[src/rtl/noc_inject_arbiter_pkg.sv]
// +----------------------------------------------------------------------------+
// | noc_inject_arbiter_pkg: arbiter state encodings and flit field helpers.     |
// | Rev 1.0                                                                     |
// +----------------------------------------------------------------------------+
`default_nettype none

`ifndef Noc_Data_Width
`define Noc_Data_Width 32
`endif
`ifndef Noc_ID_Width
`define Noc_ID_Width 8
`endif

package noc_inject_arbiter_pkg;

  localparam int FLIT_W = `Noc_Data_Width;
  localparam int ID_W   = `Noc_ID_Width;

  typedef enum logic [0:0] {
    ARB_IDLE   = 1'b0,
    ARB_LOCKED = 1'b1
  } arb_state_e;

  // Header flits carry the source ID in the top field and the destination ID below it.
  function automatic logic [ID_W-1:0] flit_src_id(input logic [FLIT_W-1:0] flit);
    return flit[FLIT_W-1 -: ID_W];
  endfunction

  function automatic logic [ID_W-1:0] flit_dst_id(input logic [FLIT_W-1:0] flit);
    return flit[FLIT_W-ID_W-1 -: ID_W];
  endfunction

endpackage

`default_nettype wire

[src/rtl/noc_inject_arbiter_rr_pick.sv]
// +----------------------------------------------------------------------------+
// | noc_rr_pick: combinational round-robin picker, first eligible from ptr.    |
// | Rev 1.0                                                                     |
// +----------------------------------------------------------------------------+
`default_nettype none

module noc_rr_pick #(
  parameter int NUM_REQ = 4,
  parameter int IDX_W   = 2
) (
  input  logic [NUM_REQ-1:0] i_eligible,
  input  logic [IDX_W-1:0]   i_rr_ptr,
  output logic [IDX_W-1:0]   o_winner,
  output logic               o_found
);

  logic [IDX_W-1:0] w_idx;

  // Scan from the farthest offset back to rr_ptr so the closest eligible index wins last.
  always_comb begin
    o_found  = 1'b0;
    o_winner = '0;
    w_idx    = '0;
    for (int k = NUM_REQ - 1; k >= 0; k--) begin
      w_idx = IDX_W'((int'(i_rr_ptr) + k) % NUM_REQ);
      if (i_eligible[w_idx]) begin
        o_found  = 1'b1;
        o_winner = w_idx;
      end
    end
  end

endmodule

`default_nettype wire

[src/rtl/noc_inject_arbiter.sv]
// +----------------------------------------------------------------------------+
// | noc_inject_arbiter: packet-locked round-robin arbiter for router injection.|
// | Optional watchdog: define NOC_INJECT_ARB_TIMEOUT_EN.   Rev 1.0             |
// +----------------------------------------------------------------------------+
`default_nettype none

`ifndef Noc_Data_Width
`define Noc_Data_Width 32
`endif

module noc_inject_arbiter
  import noc_inject_arbiter_pkg::*;
#(
  parameter int NUM_REQ     = 4,
  parameter int TIMEOUT_CYC = 256,
  parameter int IDX_W       = 2
) (
  input  logic                              noc_clk,
  input  logic                              noc_rst_n,
  input  logic [NUM_REQ-1:0]                req_valid,
  output logic [NUM_REQ-1:0]                req_ready,
  input  logic [NUM_REQ*`Noc_Data_Width-1:0] req_flit,
  input  logic [NUM_REQ-1:0]                req_is_header,
  input  logic [NUM_REQ-1:0]                req_is_tail,
  output logic                              out_valid,
  input  logic                              out_ready,
  output logic [`Noc_Data_Width-1:0]        out_flit,
  output logic                              out_is_header,
  output logic                              out_is_tail,
  output logic [IDX_W-1:0]                  grant_id,
  output logic                              busy,
  output logic                              err_timeout
);

  arb_state_e          r_state;
  arb_state_e          w_state_nxt;
  logic [IDX_W-1:0]    r_grant_id;
  logic [IDX_W-1:0]    w_grant_nxt;
  logic [IDX_W-1:0]    r_rr_ptr;
  logic [IDX_W-1:0]    w_rr_nxt;
  logic [IDX_W-1:0]    w_grant_inc;
  logic [NUM_REQ-1:0]  w_eligible;
  logic [IDX_W-1:0]    w_pick;
  logic                w_found;
  logic                w_xfer;
  logic                w_timeout;
  logic [FLIT_W-1:0]   w_flit_arr [NUM_REQ];

  for (genvar gi = 0; gi < NUM_REQ; gi++) begin : g_unpack
    assign w_flit_arr[gi] = req_flit[gi*FLIT_W +: FLIT_W];
  end

  assign w_eligible = req_valid & req_is_header;

  noc_rr_pick #(
    .NUM_REQ (NUM_REQ),
    .IDX_W   (IDX_W)
  ) u_rr_pick (
    .i_eligible (w_eligible),
    .i_rr_ptr   (r_rr_ptr),
    .o_winner   (w_pick),
    .o_found    (w_found)
  );

  assign w_grant_inc = (r_grant_id == IDX_W'(NUM_REQ - 1)) ? '0 : r_grant_id + 1'b1;
  assign w_xfer      = (r_state == ARB_LOCKED) & req_valid[r_grant_id] & out_ready;

  always_ff @(posedge noc_clk or negedge noc_rst_n) begin
    if (!noc_rst_n) begin
      r_state    <= ARB_IDLE;
      r_grant_id <= '0;
      r_rr_ptr   <= '0;
    end else begin
      r_state    <= w_state_nxt;
      r_grant_id <= w_grant_nxt;
      r_rr_ptr   <= w_rr_nxt;
    end
  end

  // IDLE never forwards anything, which costs one bubble cycle per packet.
  always_comb begin
    w_state_nxt   = r_state;
    w_grant_nxt   = r_grant_id;
    w_rr_nxt      = r_rr_ptr;
    req_ready     = '0;
    out_valid     = 1'b0;
    out_flit      = '0;
    out_is_header = 1'b0;
    out_is_tail   = 1'b0;
    case (r_state)
      ARB_IDLE: begin
        if (w_found) begin
          w_grant_nxt = w_pick;
          w_state_nxt = ARB_LOCKED;
        end
      end
      ARB_LOCKED: begin
        out_valid             = req_valid[r_grant_id];
        out_flit              = w_flit_arr[r_grant_id];
        out_is_header         = req_is_header[r_grant_id];
        out_is_tail           = req_is_tail[r_grant_id];
        req_ready[r_grant_id] = out_ready;
        if ((w_xfer && req_is_tail[r_grant_id]) || w_timeout) begin
          w_state_nxt = ARB_IDLE;
          w_rr_nxt    = w_grant_inc;
        end
      end
    endcase
  end

  assign grant_id = r_grant_id;
  assign busy     = (r_state == ARB_LOCKED);

`ifdef NOC_INJECT_ARB_TIMEOUT_EN
  localparam int STALL_W = $clog2(TIMEOUT_CYC + 1);

  logic [STALL_W-1:0] r_stall_cnt;
  logic               r_err_timeout;

  // Fires on the TIMEOUT_CYC-th consecutive stalled LOCKED cycle.
  assign w_timeout = (r_state == ARB_LOCKED) && !w_xfer &&
                     (r_stall_cnt == STALL_W'(TIMEOUT_CYC - 1));

  always_ff @(posedge noc_clk or negedge noc_rst_n) begin
    if (!noc_rst_n) begin
      r_stall_cnt   <= '0;
      r_err_timeout <= 1'b0;
    end else begin
      if ((r_state != ARB_LOCKED) || w_xfer || w_timeout) begin
        r_stall_cnt <= '0;
      end else begin
        r_stall_cnt <= r_stall_cnt + 1'b1;
      end
      if (w_timeout) begin
        r_err_timeout <= 1'b1;
`ifndef SYNTHESIS
        $display("noc_inject_arbiter: watchdog timeout, grant %0d force-released", r_grant_id);
`endif
      end
    end
  end

  assign err_timeout = r_err_timeout;
`else
  logic w_unused_timeout_cfg;

  // Watchdog limit has no effect when the watchdog is not built.
  assign w_unused_timeout_cfg = (TIMEOUT_CYC != 0);
  assign w_timeout            = 1'b0;
  assign err_timeout          = 1'b0;
`endif

endmodule

`default_nettype wire
[config.mk]
export PLATFORM = sky130hd
export DESIGN_NAME = noc_inject_arbiter
export DESIGN_NICKNAME = d
export VERILOG_FILES = /design/src/rtl/noc_inject_arbiter_pkg.sv /design/src/rtl/noc_inject_arbiter_rr_pick.sv /design/src/rtl/noc_inject_arbiter.sv
export SDC_FILE = /design/constraint.sdc
export NUM_CORES = 1
export LEC_CHECK = 0
export ABC_AREA = 1
export CORE_MARGIN = 3
export CORE_UTILIZATION = 32
export DETAILED_ROUTE_END_ITERATION = 6
export PLACE_DENSITY = 0.89
export SYNTH_ARGS = -nofsm -noshare
export SYNTH_HDL_FRONTEND = slang
export SYNTH_SLANG_ARGS = --single-unit
[constraint.sdc]
create_clock -name noc_clk -period 3.5 [get_ports noc_clk]
set_clock_uncertainty 0.2 [all_clocks]
set_input_delay 0.525 -clock noc_clk [delete_from_list [all_inputs] [get_ports noc_clk]]
set_output_delay 0.525 -clock noc_clk [all_outputs]
set_load 0.03 [all_outputs]
# Word level (Yosys, flattened, before mapping)

Index checks and enable logic that the tools add are counted.

Bits in registers: 5
Input port bits: 143
Output and inout port bits: 43

Reductions and logical operators: 4
Add/subtract/negate cells: 4
Multiplexer cells: 36
Bitwise logic cells: 6
Magnitude comparators: 7
Eq/ne operators: 1

Operators by type and width:

| cell                                                                                 | number |
|---|---|
| 32-bit 2-to-1 mux                                                                    | 3 |
| 32-bit binary-select mux with 2-bit select                                           | 1 |
| 1-bit 2-to-1 mux                                                                     | 17 |
| 2-bit by 3-bit < comparator with 1-bit output (second input constant)                | 5 |
| 1-bit binary-select mux with 2-bit select                                            | 7 |
| 2-bit 2-to-1 mux                                                                     | 5 |
| 4-bit bitwise AND                                                                    | 2 |
| 2-bit by 1-bit adder with 2-bit output (second input constant)                       | 2 |
| 2-bit adder (second input constant)                                                  | 2 |
| 4-bit 2-to-1 mux                                                                     | 1 |
| 2-bit AND reduction                                                                  | 2 |
| 3-bit greater-or-equal comparator (second input constant)                            | 1 |
| 2-bit inverter with 3-bit output                                                     | 1 |
| 1-bit bitwise AND                                                                    | 2 |
| 1-bit demux with 2-bit select                                                        | 1 |
| 2-bit == test (second input constant)                                                | 1 |
| 2-bit by 1-bit greater-or-equal comparator with 1-bit output (second input constant) | 1 |
| 1-bit logical AND                                                                    | 2 |
| 1-bit case mux with 2 select lines                                                   | 1 |
| 1-bit inverter                                                                       | 1 |

# Longest topological paths before layout

Gate-level depths: netlist of the first run.

Word-level depth: 9
Mapped depth: 11
Mapped depth without buffers: 10

# Cells and area by module

A second synthesis of the first run with hierarchy kept.

Cell total of the unflattened synthesis: 374
Area, all modules: 1813.0 um^2

By module, submodules not included:

| module             | cells an instance | instances | area each (um^2) |
|---|---|---|---|
| noc_inject_arbiter | 330               | 1         | 1597.8 |
| noc_rr_pick        | 44                | 1         | 215.2 |

# Worst setup path after synthesis of the first run

Ideal clock, no wire load.

Path kind: register to output
From: register r_grant_id[1] (netlist: grant_id[1])
To: output req_ready[0]
Buffers on the path: 2
Setup slack: 1.061 ns
Required time: 2.775 ns
Data arrival time: 1.714 ns
Cell stages (with the launch flop): 7
Cell sequence: dfrtp_1 > buf_6 > inv_4 > clkbuf_1 > ha_1 > inv_1 > nor2_1

Word-level cells in the longest chain between the ends: 6

Ends and longest elaborated chain:

| element                                                                                                                                                    | RTL line                  | text |
|---|---|---|
| start: declaration                                                                                                                                         | noc_inject_arbiter.sv:37  | `logic [IDX_W-1:0] r_grant_id;` |
| start signal: assignment                                                                                                                                   | noc_inject_arbiter.sv:75  | `r_grant_id <= w_grant_nxt;` |
| 2-bit by 3-bit < comparator with 1-bit output (not written as such) / 2-bit by 1-bit greater-or-equal comparator with 1-bit output (equally long branches) | noc_inject_arbiter.sv:102 | `req_ready[r_grant_id] = out_ready;` |
| 1-bit logical AND (not written as such)                                                                                                                    | noc_inject_arbiter.sv:102 |  |
| 1-bit 2-to-1 mux (not written as such)                                                                                                                     | noc_inject_arbiter.sv:102 |  |
| 1-bit demux with 2-bit select *                                                                                                                            | noc_inject_arbiter.sv:102 |  |
| 4-bit bitwise AND (no source line) *                                                                                                                       | -                         |  |
| 4-bit 2-to-1 mux *                                                                                                                                         | noc_inject_arbiter.sv:90  | `case (r_state)` |
| end: declaration                                                                                                                                           | noc_inject_arbiter.sv:21  | `output logic [NUM_REQ-1:0] req_ready,` |

Every way passes the cells marked *; elsewhere a longest branch is shown, timed or not.

# Worst setup path after layout of the first run

From: register r_grant_id[0] (netlist: grant_id[0])
To: output out_flit[29]

Word-level cells in the longest chain between the ends: 5

Ends and longest elaborated chain:

| element                                                | RTL line                 | text |
|---|---|---|
| 2-bit inverter with 3-bit output (not written as such) | noc_inject_arbiter.sv:99 | `out_flit = w_flit_arr[r_grant_id];` |
| 32-bit binary-select mux with 2-bit select             | noc_inject_arbiter.sv:99 |  |
| 32-bit 2-to-1 mux (not written as such) (2 in series)  | noc_inject_arbiter.sv:99 |  |
| 32-bit 2-to-1 mux                                      | noc_inject_arbiter.sv:90 |  |
| end: declaration                                       | noc_inject_arbiter.sv:27 | `` output logic [`Noc_Data_Width-1:0] out_flit, `` |

No other way between the ends. The select of a mux whose other input is x is not followed.

==> results of run 1 <==
[flip-flops by register name, indices dropped and copies added, names as in the netlist]
register and cells:
r_rr_ptr 2, busy 1, grant_id 2
[Yosys cell counts (all sizes together)]
library cell,count,area [um^2]
a21oi,34,173.9
and2,2,12.51
buf,14,107.6
clkbuf,13,48.80
clkinv,2,12.51
conb,1,3.750
dfrtp,5,125.1
ha,4,50.05
inv,11,46.29
nand2,51,201.4
nand3,11,60.06
nand3b,1,11.26
nor2,149,561.8
o21ai,71,355.3
[metrics by stage]
stage | hold WS (ns) | utilization
after CTS | 0.3370 | 0.6825
after detailed placement | 0.3514 | 0.6739
after global placement | 0.3348 | 0.6739
after floorplan | 0.02941 | -
after global routing | 0.3489 | 0.6825
final | 0.3334 | 0.6825
[cells by family (layout without fill, tap and decap cells)]
family | count (synthesis) | after routing | share of synthesized area
buffers and inverters | 40 | 207 | 0.1216
AND/OR/NAND/NOR | 214 | 214 | 0.4784
AO/OA/AOI/OAI | 105 | 105 | 0.2989
other | 1 | 1 | 0.002118
flip-flops | 5 | 5 | 0.07067
adder cells (fa/ha/maj) | 4 | 4 | 0.02827
[report_power, final]
group / total (mW) / switching (mW) / internal, mW
Combinational: 2.63 / 1.65 / 0.985
Sequential: 0.131 / 0.0461 / 0.0854
Clock: 0.110 / 0.0313 / 0.0785
[how the worst max path moves through the flow]
| stage | to | slack [ns] | startpoint | depth (start not counted) |
|---|---|---|---|---|
| after floorplan | req_ready[0] | 1.06 | grant_id[1] | 6 |
| after global placement | out_is_header | 0.73 | req_is_header[0] | 6 |
| after detailed placement | out_flit[26] | 0.68 | req_flit[26] | 6 |
| after CTS | out_is_header | 0.62 | grant_id[0] | 6 |
| after global routing | out_flit[30] | 0.48 | grant_id[0] | 6 |
| final | out_flit[29] | 0.63 | grant_id[0] | 6 |
[layout by cell type (no fill, tap or decap), drive strengths merged]
| master | instances |
|---|---|
| clkdlybuf4s50 | 160 |
| o21ai | 71 |
| clkinv | 2 |
| buf | 30 |
| nand2 | 51 |
| dfrtp | 5 |
| nand3 | 11 |
| nand3b | 1 |
| nor2 | 149 |
| inv | 11 |
| and2 | 2 |
| a21oi | 34 |
| ha | 4 |
| conb | 1 |
| clkbuf | 4 |
[layer usage]
metal / global-route usage / routed length, um / vias up
met4: 0.06250 / 186 / 0
met3: 0.07287 / 816 / 18
met2: 0.4843 / 4598 / 132
li1: - / - / 1522
met5: 0 / 0 / -
met1: 0.3102 / 3454 / 1348
[worst register-to-register path, delay by kind of cell (launching register included)]
kind	cells	cell delay [ns]
AO/OA/AOI/OAI	3	0.34
AND/OR/NAND/NOR	4	0.41
flip-flops	1	0.39
buffers and inverters	1	0.39
[cell type report]
type	instances	area [um^2]	share of cell area
inverters	13	58.81	0.01645
multi-input cells	324	1430	0.4001
well taps	70	87.58	0.02450
flip-flops and latches	5	126.4	0.03535
clock buffers	4	45.04	0.01260
repair buffers	190	1827	0.5110
==> results_dict.tcl, run 1 <==
set metrics [dict create \
    outcome "completed" \
    drt_drc_violations_left 0 \
    cts.sinks 5 \
    area.growth.synth_to_final_pct 101.9 \
    dp_cells 602 \
    nFillCells 500 \
    power_density_mw_per_mm2 803.5 \
    gp_congestion 0.8722 \
    path_max_fanout 41 \
    synthesis.nets 516 \
    ys_warn_count 0 \
    startpoint_type "flip-flop" \
    period_needed_ns 2.871 \
    syn-instance-count 369 \
    post-route-period-util 0.8202 \
    place_area_mm2 0.003530 \
    rsz0062_at_grt "false" \
    final_cells 606 \
    cts_made_buffers 3 \
    design_area_mm2 0.003575 \
    n_antenna_cell 0 \
    p_leak_nw 1.532 \
    grt_overflow 0 \
    rows 26 \
    maxSlewViolCount 0 \
    htree_levels 1 \
    initial_core_util 0.3380 \
    postSynthRegisterBits 5 \
    totalWireLength_um 9055 \
    ant_nets 0 \
    syn_avg_cell_area_um2 4.798 \
    cp.arrival_ns 2.15 \
    drive_gt1_frac 0.08582 \
    path_class "flip-flop to primary output" \
    grt_pass1_vias 2771 \
    path_clk_slew_ns 0.04 \
    finalHoldViolations 0 \
    antenna_found_initial 0 \
    clock_latency_ns 0.22 \
    path_buf_inv 2 \
    cpMostUsedCell "nor2_1" \
    hp-class "primary input to async pin" \
    finalSetupViolCount 0 \
    path_cells "buf_4, nor2_1, nor2_1, o21ai_0, a21oi_1, clkdlybuf4s50_1" \
    die_h_um 80.38 \
    r2r_setup_slack_ns 1.65 \
    cpLargestDelayFamily "buffers and inverters" \
    yosysUniqueCellTypes 24 \
    place_ws_ns 0.6837 \
    r2r_end "r_rr_ptr[0]" \
    cts.repair.resized 0 \
    p_total_mw 2.872 \
    vias 3020 \
    cts_tree "built" \
    r2r-start "grant_id[0]" \
    slowest_delay_ns 0.69 \
    hold_buffers 0 \
    reg2regPathDepth 8 \
    layout_setup_ws_ns 0.6295 \
    synth_area_mm2 0.001770 \
    maxCapViolations 0 \
    crit_slowest_cell "clkdlybuf4s50_1" \
    dr.pass1.iters 5 \
    wl_per_cell_um 14.94 \
    die-area_mm2 0.006461 \
    io_buffers 184 \
    cts_root_buffer "clkbuf_8" \
    ys_seq_area_frac 0.07067 \
    end_kind "primary output" \
    fp.coreArea_mm2 0.005238 \
    num_io_pins 186 \
    dieWidth_um 80.38 \
    grt_max_degree 74 \
    drtIter0Drc 178 \
    dpl.hpwl_um 7111 \
    max_freq_ghz 0.3484 \
    grt_usage 0.2678 \
    fin_nets 684 \
    postCtsSetupBuffers 0 \
    fin_setup_tns_ns 0 \
    grt_pass1_wl_um 13930 \
    vias_per_cell 4.983 \
    cts_buffer_depth 2 \
    crit_required_ns 2.77 \
    vdd.ir_drop.worst_mv 0.5550 \
]
(Power assumes the default switching activity.)
==> run 2, diff against run 1 <==
Settings changed: CORE_UTILIZATION 32 to 29, PLACE_DENSITY 0.89 to 0.82.
Clock period 3.5 ns to 2.82 ns, I/O delays scaled along.
==> run 2 against run 1 <==
Sequential cell count unchanged. Total power up 23%. Sequential share of layout area about the same. Non-clock buffer count did not move. Clock power increased by 21%. Routed wire length is 0.59% lower. Hold slack worse by 0.098 ns. Global-route usage down 3.2 points. Sequential power increased by 32%. Critical endpoint is now out_valid. Highest routed layer unchanged.
==> results_dict.tcl, run 2 (synthesis results as in run 1) <==
set metrics [dict create \
    path_max_fanout 57 \
    cts.repair.resized 0 \
    postCtsSetupBuffers 0 \
    finalHoldViolations 0 \
    num_io_pins 186 \
    max_freq_ghz 0.4013 \
    path_class "flip-flop to primary output" \
    totalWireLength_um 9002 \
    crit_path_start "grant_id[0]" \
    dieWidth_um 84.14 \
    clock_latency_ns 0.22 \
    p_total_mw 3.537 \
    rsz0062_at_grt "false" \
    hold_buffers 0 \
    htree_levels 1 \
    maxCapViolations 0 \
    drtIter0Drc 150 \
    cp.arrival_ns 1.87 \
    die_h_um 84.14 \
    nFillCells 555 \
    vias 2944 \
    dpl.hpwl_um 6920 \
    drive_gt1_frac 0.1082 \
    cts_buffer_depth 2 \
    hp-class "primary input to async pin" \
    grt_pass1_wl_um 13960 \
    path_clk_slew_ns 0.04 \
    antenna_found_initial 0 \
    dr.pass1.iters 5 \
    final_cell_mix "nor2_1 (148), clkdlybuf4s50_1 (148), o21ai_0 (66)" \
    cts.sinks 5 \
    grt_usage 0.2359 \
    r2r-start "grant_id[0]" \
    vdd.ir_drop.worst_mv 0.9494 \
    outcome "completed" \
    area.growth.synth_to_final_pct 101.1 \
    p_leak_nw 1.550 \
    fin_nets 684 \
    worst_slew_pin_slew_ns 0.5963 \
    post-route-period-util 0.8837 \
    gp_congestion 0.8222 \
    cts_made_buffers 3 \
    ant_nets 0 \
    end_kind "primary output" \
    grt_pass1_vias 2703 \
    fp.coreArea_mm2 0.005709 \
    die-area_mm2 0.007079 \
    power_density_mw_per_mm2 993.7 \
    finalSetupViolCount 0 \
    grt_max_degree 71 \
    fin_setup_tns_ns 0 \
    n_antenna_cell 0 \
    maxSlewViolCount 0 \
    rows 27 \
    period_needed_ns 2.492 \
    drt_drc_violations_left 0 \
    wl_per_cell_um 14.81 \
    vias_per_cell 4.842 \
    cts_root_buffer "clkbuf_8" \
    cts_tree "built" \
    startpoint_type "flip-flop" \
    initial_core_util 0.3101 \
    crit_required_ns 2.20 \
    max-slew-margin-rel 0.6025 \
    io_buffers 184 \
    grt_overflow 0 \
]
## run 2: changes by cell type in the layout (fill, tap and decap cells not counted)
cell and change:
clkdlybuf4s50_1 -12, buf_12 +1, buf_4 +11
## run 2: worst paths after layout
check	slack, ns	end	cells past startpoint
min in group noc_clk	0.36	busy	2
worst max-delay path	0.33	out_valid	6
max in group asynchronous	1.97	grant_id[0]	1
worst max register to register	0.77	r_rr_ptr[1]	8
worst min register to register	0.36	busy	2
worst min-delay path	0.24	r_rr_ptr[0]	1
## run 2: cell type report
class                           count  area, um^2  area share
Timing Repair Buffer              190        1809      0.5083
Multi-Input combinational cell    324        1430      0.4018
Sequential cell                     5       126.4     0.03550
Tap cell                           72       90.09     0.02531
Inverter                           13       58.81     0.01652
Clock buffer                        4       45.04     0.01265
## run 2: metal layers
| metal | global-route usage | routed length [um] | up-vias |
|---|---|---|---|
| li1 | - | - | 1519 |
| met3 | 0.03631 | 615 | 20 |
| met4 | 0.05556 | 242 | 0 |
| met2 | 0.4254 | 4428 | 116 |
| met5 | 0 | 0 | - |
| met1 | 0.2924 | 3716 | 1289 |
## run 2: through the flow
| step | utilization | area, um^2 | std cells | hold WS, ns | setup WS [ns] |
|---|---|---|---|---|---|
| 2_1_floorplan | - | 1770 | 369 | -0.07259 | 0.4833 |
| 3_3_place_gp | 0.6156 | 3515 | 604 | 0.3539 | 0.3783 |
| 3_5_place_dp | 0.6156 | 3515 | 604 | 0.3460 | 0.3549 |
| 4_1_cts | 0.6235 | 3560 | 608 | 0.2335 | 0.3335 |
| 5_1_grt | 0.6235 | 3560 | 608 | 0.2310 | 0.1675 |
| 6_report | 0.6235 | 3560 | 608 | 0.2350 | 0.3278 |
## run 2: worst max-delay path: stages (launching register included)
cell	delay (ns)
dfrtp_2	0.39
buf_4	0.49
nor2_1	0.10
nor2_1	0.10
o21ai_1	0.09
a21oi_2	0.23
buf_4	0.20
## run 2: power breakdown
group          switching (mW)  internal, mW  leakage (nW)  total, mW
clock                  0.0359        0.0971        0.0228      0.133
combinational            2.04          1.19          1.47       3.23
sequential             0.0675         0.106        0.0594      0.173
total                    2.14          1.40          1.55       3.54
